===== src/rtl/urna_session_ctrl_if.sv =====
// Bus between the voter session controller, the vote counting unit and the result readout path.
// The master side is the session controller; the slave side is the counting unit.
interface urna_session_ctrl_if;
   logic       VoteValid;
   logic [2:0] VoteCode;
   logic       VoteReady;
   logic [2:0] ReadIdx;
   logic [7:0] ReadData;
   logic       ResultValid;
   logic [2:0] ResultIdx;
   logic [7:0] ResultData;

   modport master (
      output VoteValid, VoteCode, ReadIdx, ResultValid, ResultIdx, ResultData,
      input  VoteReady, ReadData
   );

   modport slave (
      input  VoteValid, VoteCode, ReadIdx, ResultValid, ResultIdx, ResultData,
      output VoteReady, ReadData
   );
endinterface


===== src/rtl/urna_session_ctrl.sv =====
// Voting booth session controller: collects a 4-digit candidate code, offers the vote to the
// counting unit, enforces an idle timeout, and streams the five counters out at election close.
module urna_session_ctrl #(
   parameter int TIMEOUT = 1000
) (
   input  logic                       Clock,
   input  logic                       Reset,
   input  logic                       Authorize,
   input  logic                       KeyValid,
   input  logic [3:0]                 KeyDigit,
   input  logic                       Confirm,
   input  logic                       Cancel,
   input  logic                       Close,
   urna_session_ctrl_if.master        bus,
   output logic                       Status,
   output logic                       Timeout,
   output logic                       Busy,
   output logic                       Closed
);

   typedef enum logic [2:0] {IDLE, COLLECT, REVIEW, COMMIT, READOUT, CLOSED} stateT;

   localparam logic [15:0] TimeoutVal = 16'(TIMEOUT);

   stateT       state, stateNext;
   logic [1:0]  count, countNext;
   logic [15:0] buffer, bufferNext;
   logic [15:0] timer, timerNext;
   logic [2:0]  rdCnt, rdCntNext;
   logic        voteValidNext;
   logic [2:0]  voteCodeNext;
   logic [2:0]  readIdxNext;
   logic        resultValidNext;
   logic [2:0]  resultIdxNext;
   logic [7:0]  resultDataNext;
   logic        statusNext, timeoutNext, busyNext, closedNext;

   // Only the four registered candidate codes map to a candidate; everything else is a null vote.
   function automatic logic [2:0] decodeVote(input logic [15:0] code);
      case (code)
         16'h3494: decodeVote = 3'd1;
         16'h3485: decodeVote = 3'd2;
         16'h3472: decodeVote = 3'd3;
         16'h3504: decodeVote = 3'd4;
         default:  decodeVote = 3'd0;
      endcase
   endfunction

   // Next-state and next-output logic; every output is registered from these values.
   always_comb begin
      stateNext       = state;
      countNext       = count;
      bufferNext      = buffer;
      timerNext       = timer;
      rdCntNext       = rdCnt;
      voteValidNext   = 1'b0;
      voteCodeNext    = 3'd0;
      readIdxNext     = 3'd0;
      resultValidNext = 1'b0;
      resultIdxNext   = bus.ResultIdx;
      resultDataNext  = bus.ResultData;
      statusNext      = 1'b0;
      timeoutNext     = 1'b0;

      case (state)
         IDLE: begin
            if (Authorize) begin
               stateNext  = COLLECT;
               countNext  = 2'd0;
               bufferNext = 16'd0;
               timerNext  = TimeoutVal;
            end else if (Close) begin
               stateNext = READOUT;
               rdCntNext = 3'd0;
            end
         end

         COLLECT, REVIEW: begin
            if (Cancel) begin
               stateNext  = COLLECT;
               countNext  = 2'd0;
               bufferNext = 16'd0;
               timerNext  = TimeoutVal;
            end else if (KeyValid || Confirm) begin
               timerNext = TimeoutVal;
               if (state == COLLECT && KeyValid) begin
                  case (count)
                     2'd0:    bufferNext[15:12] = KeyDigit;
                     2'd1:    bufferNext[11:8]  = KeyDigit;
                     2'd2:    bufferNext[7:4]   = KeyDigit;
                     default: bufferNext[3:0]   = KeyDigit;
                  endcase
                  countNext = count + 2'd1;
                  if (count == 2'd3)
                     stateNext = REVIEW;
               end else if (state == REVIEW && Confirm) begin
                  stateNext     = COMMIT;
                  voteValidNext = 1'b1;
                  voteCodeNext  = decodeVote(buffer);
               end
            end else begin
               timerNext = timer - 16'd1;
               if (timer == 16'd1) begin
                  stateNext   = IDLE;
                  timeoutNext = 1'b1;
               end
            end
         end

         COMMIT: begin
            if (bus.VoteReady) begin
               stateNext  = IDLE;
               statusNext = 1'b1;
            end else begin
               voteValidNext = 1'b1;
               voteCodeNext  = bus.VoteCode;
            end
         end

         // rdCnt tracks which counter ReadIdx is currently presenting; the extra sixth step
         // lets the last strobe complete before entering CLOSED.
         READOUT: begin
            if (rdCnt == 3'd5) begin
               stateNext = CLOSED;
            end else begin
               resultValidNext = 1'b1;
               resultIdxNext   = rdCnt;
               resultDataNext  = bus.ReadData;
               readIdxNext     = (rdCnt == 3'd4) ? 3'd0 : rdCnt + 3'd1;
               rdCntNext       = rdCnt + 3'd1;
            end
         end

         CLOSED: begin
            stateNext = CLOSED;
         end

         default: stateNext = IDLE;
      endcase

      busyNext   = (stateNext == COLLECT) || (stateNext == REVIEW) ||
                   (stateNext == COMMIT)  || (stateNext == READOUT);
      closedNext = (stateNext == CLOSED);
   end

   // State and output registers with synchronous reset.
   always_ff @(posedge Clock) begin
      if (Reset) begin
         state           <= IDLE;
         count           <= 2'd0;
         buffer          <= 16'd0;
         timer           <= 16'd0;
         rdCnt           <= 3'd0;
         bus.VoteValid   <= 1'b0;
         bus.VoteCode    <= 3'd0;
         bus.ReadIdx     <= 3'd0;
         bus.ResultValid <= 1'b0;
         bus.ResultIdx   <= 3'd0;
         bus.ResultData  <= 8'd0;
         Status          <= 1'b0;
         Timeout         <= 1'b0;
         Busy            <= 1'b0;
         Closed          <= 1'b0;
      end else begin
         state           <= stateNext;
         count           <= countNext;
         buffer          <= bufferNext;
         timer           <= timerNext;
         rdCnt           <= rdCntNext;
         bus.VoteValid   <= voteValidNext;
         bus.VoteCode    <= voteCodeNext;
         bus.ReadIdx     <= readIdxNext;
         bus.ResultValid <= resultValidNext;
         bus.ResultIdx   <= resultIdxNext;
         bus.ResultData  <= resultDataNext;
         Status          <= statusNext;
         Timeout         <= timeoutNext;
         Busy            <= busyNext;
         Closed          <= closedNext;
      end
   end

endmodule


===== src/flat_wrapper.sv =====
// flat-port wrapper written by rule: the top's interface ports become plain ports
module urna_session_ctrl_flat 
#(
   parameter int TIMEOUT = 1000
)
  (Clock, Reset, Authorize, KeyValid, KeyDigit, Confirm, Cancel, Close, Status, Timeout, Busy, Closed, bus_VoteValid, bus_VoteCode, bus_ReadIdx, bus_ResultValid, bus_ResultIdx, bus_ResultData, bus_VoteReady, bus_ReadData);
  urna_session_ctrl_if bus_i ();
  input  logic Clock;
  input  logic Reset;
  input  logic Authorize;
  input  logic KeyValid;
  input  logic [3:0] KeyDigit;
  input  logic Confirm;
  input  logic Cancel;
  input  logic Close;
  output logic Status;
  output logic Timeout;
  output logic Busy;
  output logic Closed;
  output wire logic [$bits(bus_i.VoteValid)-1:0] bus_VoteValid;
  output wire logic [$bits(bus_i.VoteCode)-1:0] bus_VoteCode;
  output wire logic [$bits(bus_i.ReadIdx)-1:0] bus_ReadIdx;
  output wire logic [$bits(bus_i.ResultValid)-1:0] bus_ResultValid;
  output wire logic [$bits(bus_i.ResultIdx)-1:0] bus_ResultIdx;
  output wire logic [$bits(bus_i.ResultData)-1:0] bus_ResultData;
  input wire logic [$bits(bus_i.VoteReady)-1:0] bus_VoteReady;
  input wire logic [$bits(bus_i.ReadData)-1:0] bus_ReadData;
  assign bus_VoteValid = bus_i.VoteValid;
  assign bus_VoteCode = bus_i.VoteCode;
  assign bus_ReadIdx = bus_i.ReadIdx;
  assign bus_ResultValid = bus_i.ResultValid;
  assign bus_ResultIdx = bus_i.ResultIdx;
  assign bus_ResultData = bus_i.ResultData;
  assign bus_i.VoteReady = bus_VoteReady;
  assign bus_i.ReadData = bus_ReadData;
  urna_session_ctrl #(.TIMEOUT(TIMEOUT)) u_core (.Clock(Clock), .Reset(Reset), .Authorize(Authorize), .KeyValid(KeyValid), .KeyDigit(KeyDigit), .Confirm(Confirm), .Cancel(Cancel), .Close(Close), .bus(bus_i), .Status(Status), .Timeout(Timeout), .Busy(Busy), .Closed(Closed));
endmodule

===== config.mk =====
export PLATFORM = sky130hd
export DESIGN_NAME = urna_session_ctrl_flat
export DESIGN_NICKNAME = d
export VERILOG_FILES = /design/src/rtl/urna_session_ctrl_if.sv /design/src/rtl/urna_session_ctrl.sv /design/src/flat_wrapper.sv
export SDC_FILE = /design/constraint.sdc
export NUM_CORES = 1
export LEC_CHECK = 0
export ABC_AREA = 1
export BUFFER_PORTS_ARGS = -buffer_cell sky130_fd_sc_hd__buf_2
export CAP_MARGIN = 20
export CORE_MARGIN = 2
export CORE_UTILIZATION = 50
export CTS_CLUSTER_SIZE = 16
export DETAILED_ROUTE_END_ITERATION = 6
export PLACE_DENSITY = 0.69
export SETUP_SLACK_MARGIN = 0.2
export SLEW_MARGIN = 20
export SYNTH_ARGS = -nofsm -noshare
export SYNTH_HDL_FRONTEND = slang
export SYNTH_SLANG_ARGS = --single-unit
export TNS_END_PERCENT = 100

===== constraint.sdc =====
create_clock -name Clock -period 1.9 [get_ports Clock]
set_input_delay 0.285 -clock Clock [delete_from_list [all_inputs] [get_ports Clock]]
set_output_delay 0.285 -clock Clock [all_outputs]
set_load 0.1 [all_outputs]

Yosys cells after proc, flatten, opt, wreduce, memory -nomap -nowiden
Index checks and enable logic that the tools add are counted.

ROM bits: 0. Bits in latches: 0. Input port bits: 20. Register bits after elaboration: 63. Memories: 0. Memory bits (writable): 0. Output and inout bits: 23.

Shift operators: 0. Reduce and logical (&&, ||, !) cells: 24. Equal/unequal tests: 31. Add/subtract/negate cells: 3. Multipliers: 0. Bitwise logic cells: 4. Muxes and demuxes: 49. $lt $le $gt $ge: 0. Div/mod/pow operators: 0.

Operator list (number): 2-to-1 mux 16 bit (7); equality test 16 x 14 -> 1 bit (second input constant) (4); one-hot mux 16 bit (2 select lines) (2); 2-to-1 mux 3 bit (18); AND reduction 5 bit (4); equality test 3 bit (second input constant) (6); equality test 16 x 1 -> 1 bit (second input constant) (1); 2-to-1 mux 4 bit (4); subtractor 16 x 1 -> 16 bit (second input constant) (1); one-hot mux 3 bit (5 select lines) (1); equality test 3 x 2 -> 1 bit (second input constant) (4); inequality test 3 bit (second input constant) (4); one-hot mux 3 bit (2 select lines) (2); one-hot mux 3 bit (4 select lines) (1); inequality test 2 bit (second input constant) (5); 2-to-1 mux 1 bit (8); 2-to-1 mux 2 bit (4); AND reduction 4 bit (2); OR reduction 4 bit (2); equality test 3 x 1 -> 1 bit (second input constant) (2); inequality test 3 x 2 -> 1 bit (second input constant) (2); OR reduction 2 bit (3); equality test 2 bit (second input constant) (2); logical OR 1 bit (4); 12 further kinds (18).

Logic depth before layout (Yosys ltp)
Word-level depth: 11. Gate-level depth with buffers: 13.

Least setup slack after synthesis
OpenSTA, ideal clock, no wires.

Path type: register to register. From: reg u_core.state[2]. To: reg u_core.timer[10]. Period minus slack after synthesis: 1.467 ns. Cell stages (with the launch flop): 11. Setup slack: 0.433 ns. Arrival: 1.349 ns. Setup time: 0.119 ns. Data required time: 1.781 ns. Buffers on the path: 0. Path through: dfxtp_1 > inv_2 > nand3_1 > nand2_4 > inv_4 > nand2_4 > nand3_1 > nor2_1 > inv_1 > nor3_1 > nor3_2.

Longest elaborated chain between the ends: 4. Elaborated cells between the ends (all ways): 8. Those cells by class: 3 x eq/ne; 1 x mux; 4 x reduce/logical.

Ends and longest elaborated chain: start: declaration (line urna_session_ctrl.sv:25) `stateT state, stateNext;`; start signal: assignment (line urna_session_ctrl.sv:165) `state <= stateNext;`; equality test 3 x 2 -> 1 bit or equality test 3 x 1 -> 1 bit (tied branches) (line urna_session_ctrl.sv:65) `case (state)`; OR reduction 2 bit (line urna_session_ctrl.sv:65); nonzero test 2 bit (no source line); AND reduction 2 bit (no source line); end signal: assignment (line urna_session_ctrl.sv:168) `timer <= timerNext;`; end: declaration (line urna_session_ctrl.sv:28) `logic [15:0] timer, timerNext;`.

Several ways; a longest one is shown, not always the timed one. A chain may end at the register's enable or synchronous reset.

Final worst setup path
From: reg u_core.state[2]. To: reg u_core.timer[9].

The elaborated chain is that of the path after synthesis.

==> metrics.txt <==
total routing usage reported by global routing 0.224; Crit path largest cell delay 0.33 ns; antenna violations before repair 0; length in cells of the worst reg-to-reg path 10; number of synthesized flops with an enable pin 0; total power consumption of the routed design approximately 3.7 mW; Post-Route M1 WL 3170 um; Max VDD drop just over 0.0006 V; cell with the largest stage delay on the worst path sky130_fd_sc_hd__dfxtp_1; worst clock skew between 0.006 and 0.007 ns; clock insertion delay at the later pin of the skew report roughly 0.34 ns; top layer in use met4; Final Cycle Share 0.839; worst hold path class input pin to register; Core Footprint 5540 um^2; distinct cell type count after synthesis 34; total count of max-transition violations in the final report 0; Synth Register Bits 63; sequential share of the synthesized area 0.435; clock-pin transition on the worst setup and hold timing paths roughly 0.070 ns; DRT iter0 DRCs ~140; global-route congestion overflow total 0; unrepaired setup endpoints after global routing no; buffers added on ports 42; Post-synth ARST share 0; number of buffers added to fix hold violations after cts 0; Worst R2R End u_core.timer[9]; power density normalized to cell area slightly above 1000 nW/um^2; RD Place Congestion 0.907; top_reg_cell synth sky130_fd_sc_hd__dfxtp_1; worst setup slack for register-to-register paths slightly above 0.3 ns; DIE AREA between 6000 and 7000 um^2; number of buffers created by CTS 9; area share of the largest cell type after synthesis 0.435; average wire per standard cell approximately 13 um; Row Count 27; maximum clock frequency approximately 630 MHz; pin count of the biggest net entering global routing 27; number of clock sinks 63; status finished, final reports clean; YS warnings 0; combined area of all synthesized cells between 2000 and 3000 um^2; kind of start point of the critical path register; P_leak roughly 1.6 nW; final standard cell count with taps included and fillers excluded about 530; critical path type register to register; depth of the CTS H-tree 3; min cycle time layout ~1.6 ns; final net count 480; Setup Viol. Count Final 0; required time worst endpoint between 2 and 2.5 ns; number of vias per cell around 5.2; total instance count after detailed placement between 500 and 600; post-synthesis to final-layout area growth 22.3%; TritonRoute pass-1 iters 4; Synth area leader sky130_fd_sc_hd__dfxtp_1; initial cell density of the core 0.523; Post-Synthesis Net Count 417; number of DRC violations after detailed routing 0; top cells by count, synth 63 x sky130_fd_sc_hd__dfxtp_1, 61 x sky130_fd_sc_hd__nand2_1, 44 x sky130_fd_sc_hd__a21oi_1; top-level I/O count between 40 and 50; Hold Violations, Final 0; clock tree from TritonCTS yes; gate count of the mapped netlist 389; Setup Total Neg Slack 0 ns; leading cell types by total area after synthesis sky130_fd_sc_hd__dfxtp_1 44%, sky130_fd_sc_hd__nand2_1 7.9%, sky130_fd_sc_hd__a21oi_1 7.6%; number of global-route vias before repair approximately 2.5k; Max FO, Critical Path 6; met2 routed WL approximately 3200 um; antenna cell count 0; slew at the pin closest to its max-slew limit 0.492 ns; via count ~2.8k; max-cap check violation count 0; Chip Width approximately 80 um; met3 wirelength from detailed routing roughly 370 um; Synth Area per Inst 7.45 um^2; crit-path cells inv_2 > buf_4 > nand3_1 > inv_2 > nor2_4 > nor2_4 > nand3_1 > xor2_1 > o21ai_0 > inv_1; buffer type at the clock tree root sky130_fd_sc_hd__clkbuf_8; timing endpoint of the critical path u_core.timer[9]; startpoint of the worst setup timing path u_core.state[2]; share of cells above drive strength 1 0.237; clock tree buffer depth 2; arrival time of data at the critical path endpoint approximately 1.8 ns; Slew headroom 0.674; wire length of the first global-routing pass around 11,000 um; HPWL Detailed 4870 um; Detail Route Antenna Nets 0; wirelength, routed 6780 um; startpoint of the lowest-slack register-to-register path u_core.state[2]; die extent in y ~80 um; most instantiated library cell after synthesis sky130_fd_sc_hd__dfxtp_1; Setup crit end kind register
[report_power, final]
group	switching [mW]	internal, mW	leakage [nW]	total (mW)
combinational	0.676	0.309	0.988	0.985
sequential	0.0995	1.46	0.516	1.56
clock	0.503	0.622	0.0940	1.12
[repair_timing]
item	CTS	global route
pin swaps	0	5
buffers inserted	0	10
setup endpoints to repair	1	33
endpoints found under the hold margin	0	0
gates resized for setup	1	18
[registers in the layout, indices dropped and copies added (netlist names)]
| signal | flops |
|---|---|
| u_core.rdCnt | 3 |
| u_core.Closed | 1 |
| u_core.bus.VoteCode | 3 |
| u_core.Busy | 1 |
| u_core.bus.ResultData | 8 |
| u_core.bus.VoteValid | 1 |
| u_core.state | 3 |
| u_core.bus.ReadIdx | 3 |
| u_core.timer | 16 |
| u_core.Timeout | 1 |
| u_core.count | 2 |
| u_core.bus.ResultIdx | 3 |
| u_core.Status | 1 |
| u_core.bus.ResultValid | 1 |
| u_core.buffer | 16 |
[layout by cell type, fill, tap and decap left out, types with 2 or more instances in the layout]
| master | Yosys | layout |
|---|---|---|
| sky130_fd_sc_hd__nand2_1 | 61 | 61 |
| sky130_fd_sc_hd__dfxtp_1 | 63 | 61 |
| sky130_fd_sc_hd__a21oi_1 | 44 | 44 |
| sky130_fd_sc_hd__buf_2 | 0 | 42 |
| sky130_fd_sc_hd__inv_1 | 43 | 41 |
| sky130_fd_sc_hd__nor2_1 | 42 | 37 |
| sky130_fd_sc_hd__o21ai_0 | 33 | 31 |
| sky130_fd_sc_hd__nand3_1 | 30 | 28 |
| sky130_fd_sc_hd__buf_4 | 0 | 18 |
| sky130_fd_sc_hd__nor3_1 | 13 | 12 |
| sky130_fd_sc_hd__clkbuf_8 | 0 | 10 |
| sky130_fd_sc_hd__ha_1 | 8 | 8 |
| sky130_fd_sc_hd__nand4_1 | 7 | 7 |
| sky130_fd_sc_hd__nor2_4 | 4 | 6 |
| sky130_fd_sc_hd__inv_2 | 3 | 5 |
| sky130_fd_sc_hd__nor2_2 | 2 | 5 |
| sky130_fd_sc_hd__xor2_1 | 5 | 5 |
| sky130_fd_sc_hd__nand2_4 | 3 | 4 |
| sky130_fd_sc_hd__nand3_2 | 1 | 3 |
| sky130_fd_sc_hd__a31oi_1 | 2 | 2 |
| sky130_fd_sc_hd__o21ai_1 | 0 | 2 |
| sky130_fd_sc_hd__nor3_2 | 1 | 2 |
| sky130_fd_sc_hd__a211oi_1 | 2 | 2 |
| sky130_fd_sc_hd__clkinv_2 | 0 | 2 |
| sky130_fd_sc_hd__dfxtp_2 | 0 | 2 |
[worst min-delay path by stage]
stage               depth (start not counted)                       to                    start
detailed placement                          2  u_core.bus.ResultIdx[2]  u_core.bus.ResultIdx[2]
CTS                                         3            u_core.Status            bus_VoteReady
global route                                3            u_core.Status            bus_VoteReady
floorplan                                   2            u_core.Status            bus_VoteReady
global placement                            2  u_core.bus.ResultIdx[2]  u_core.bus.ResultIdx[2]
finish                                      3            u_core.Status            bus_VoteReady
[routing by layer]
layer | track usage | vias up
li1 | - | 1416
met1 | 0.295 | 1266
met2 | 0.361 | 69
met3 | 0.0618 | 7
met4 | 0.0661 | 0
met5 | 0 | -
[worst max-delay path: cells and delay by family (launching register included)]
kind	cells	cell delay [ns]
compound gates	1	0.13
xor+xnor	1	0.14
buf+inv	4	0.44
flops	1	0.33
simple gates	4	0.45
[stage by stage]
step / setup slack, ns / hold WS (ns) / area [um^2] / util
finish: 0.305 / 0.204 / 3540 / 0.640
global route: 0.186 / 0.199 / 3540 / 0.640
CTS: 0.210 / 0.203 / 3420 / 0.617
detailed placement: 0.194 / 0.443 / 3230 / 0.583
global placement: 0.232 / 0.434 / 3230 / 0.583
floorplan: 0.433 / 0.413 / 2900 / -
[area by class of cell]
type | instances | area, um^2
clock buffers | 10 | 138
inverters | 47 | 179
clock inverters | 4 | 47.5
flip-flops and latches | 63 | 1260
fillers | 517 | 2000
repair buffers | 60 | 345
well taps | 72 | 90.1
multi-input cells | 271 | 1480
[kinds of logic after synthesis]
logic type,synth area share
flip-flops,0.435
AND/OR/NAND/NOR,0.282
buffers and inverters,0.0721
adder cells (fa/ha/maj),0.0345
AO/OA/AOI/OAI,0.161
XOR/XNOR,0.0151
(Power assumes the default switching activity.)
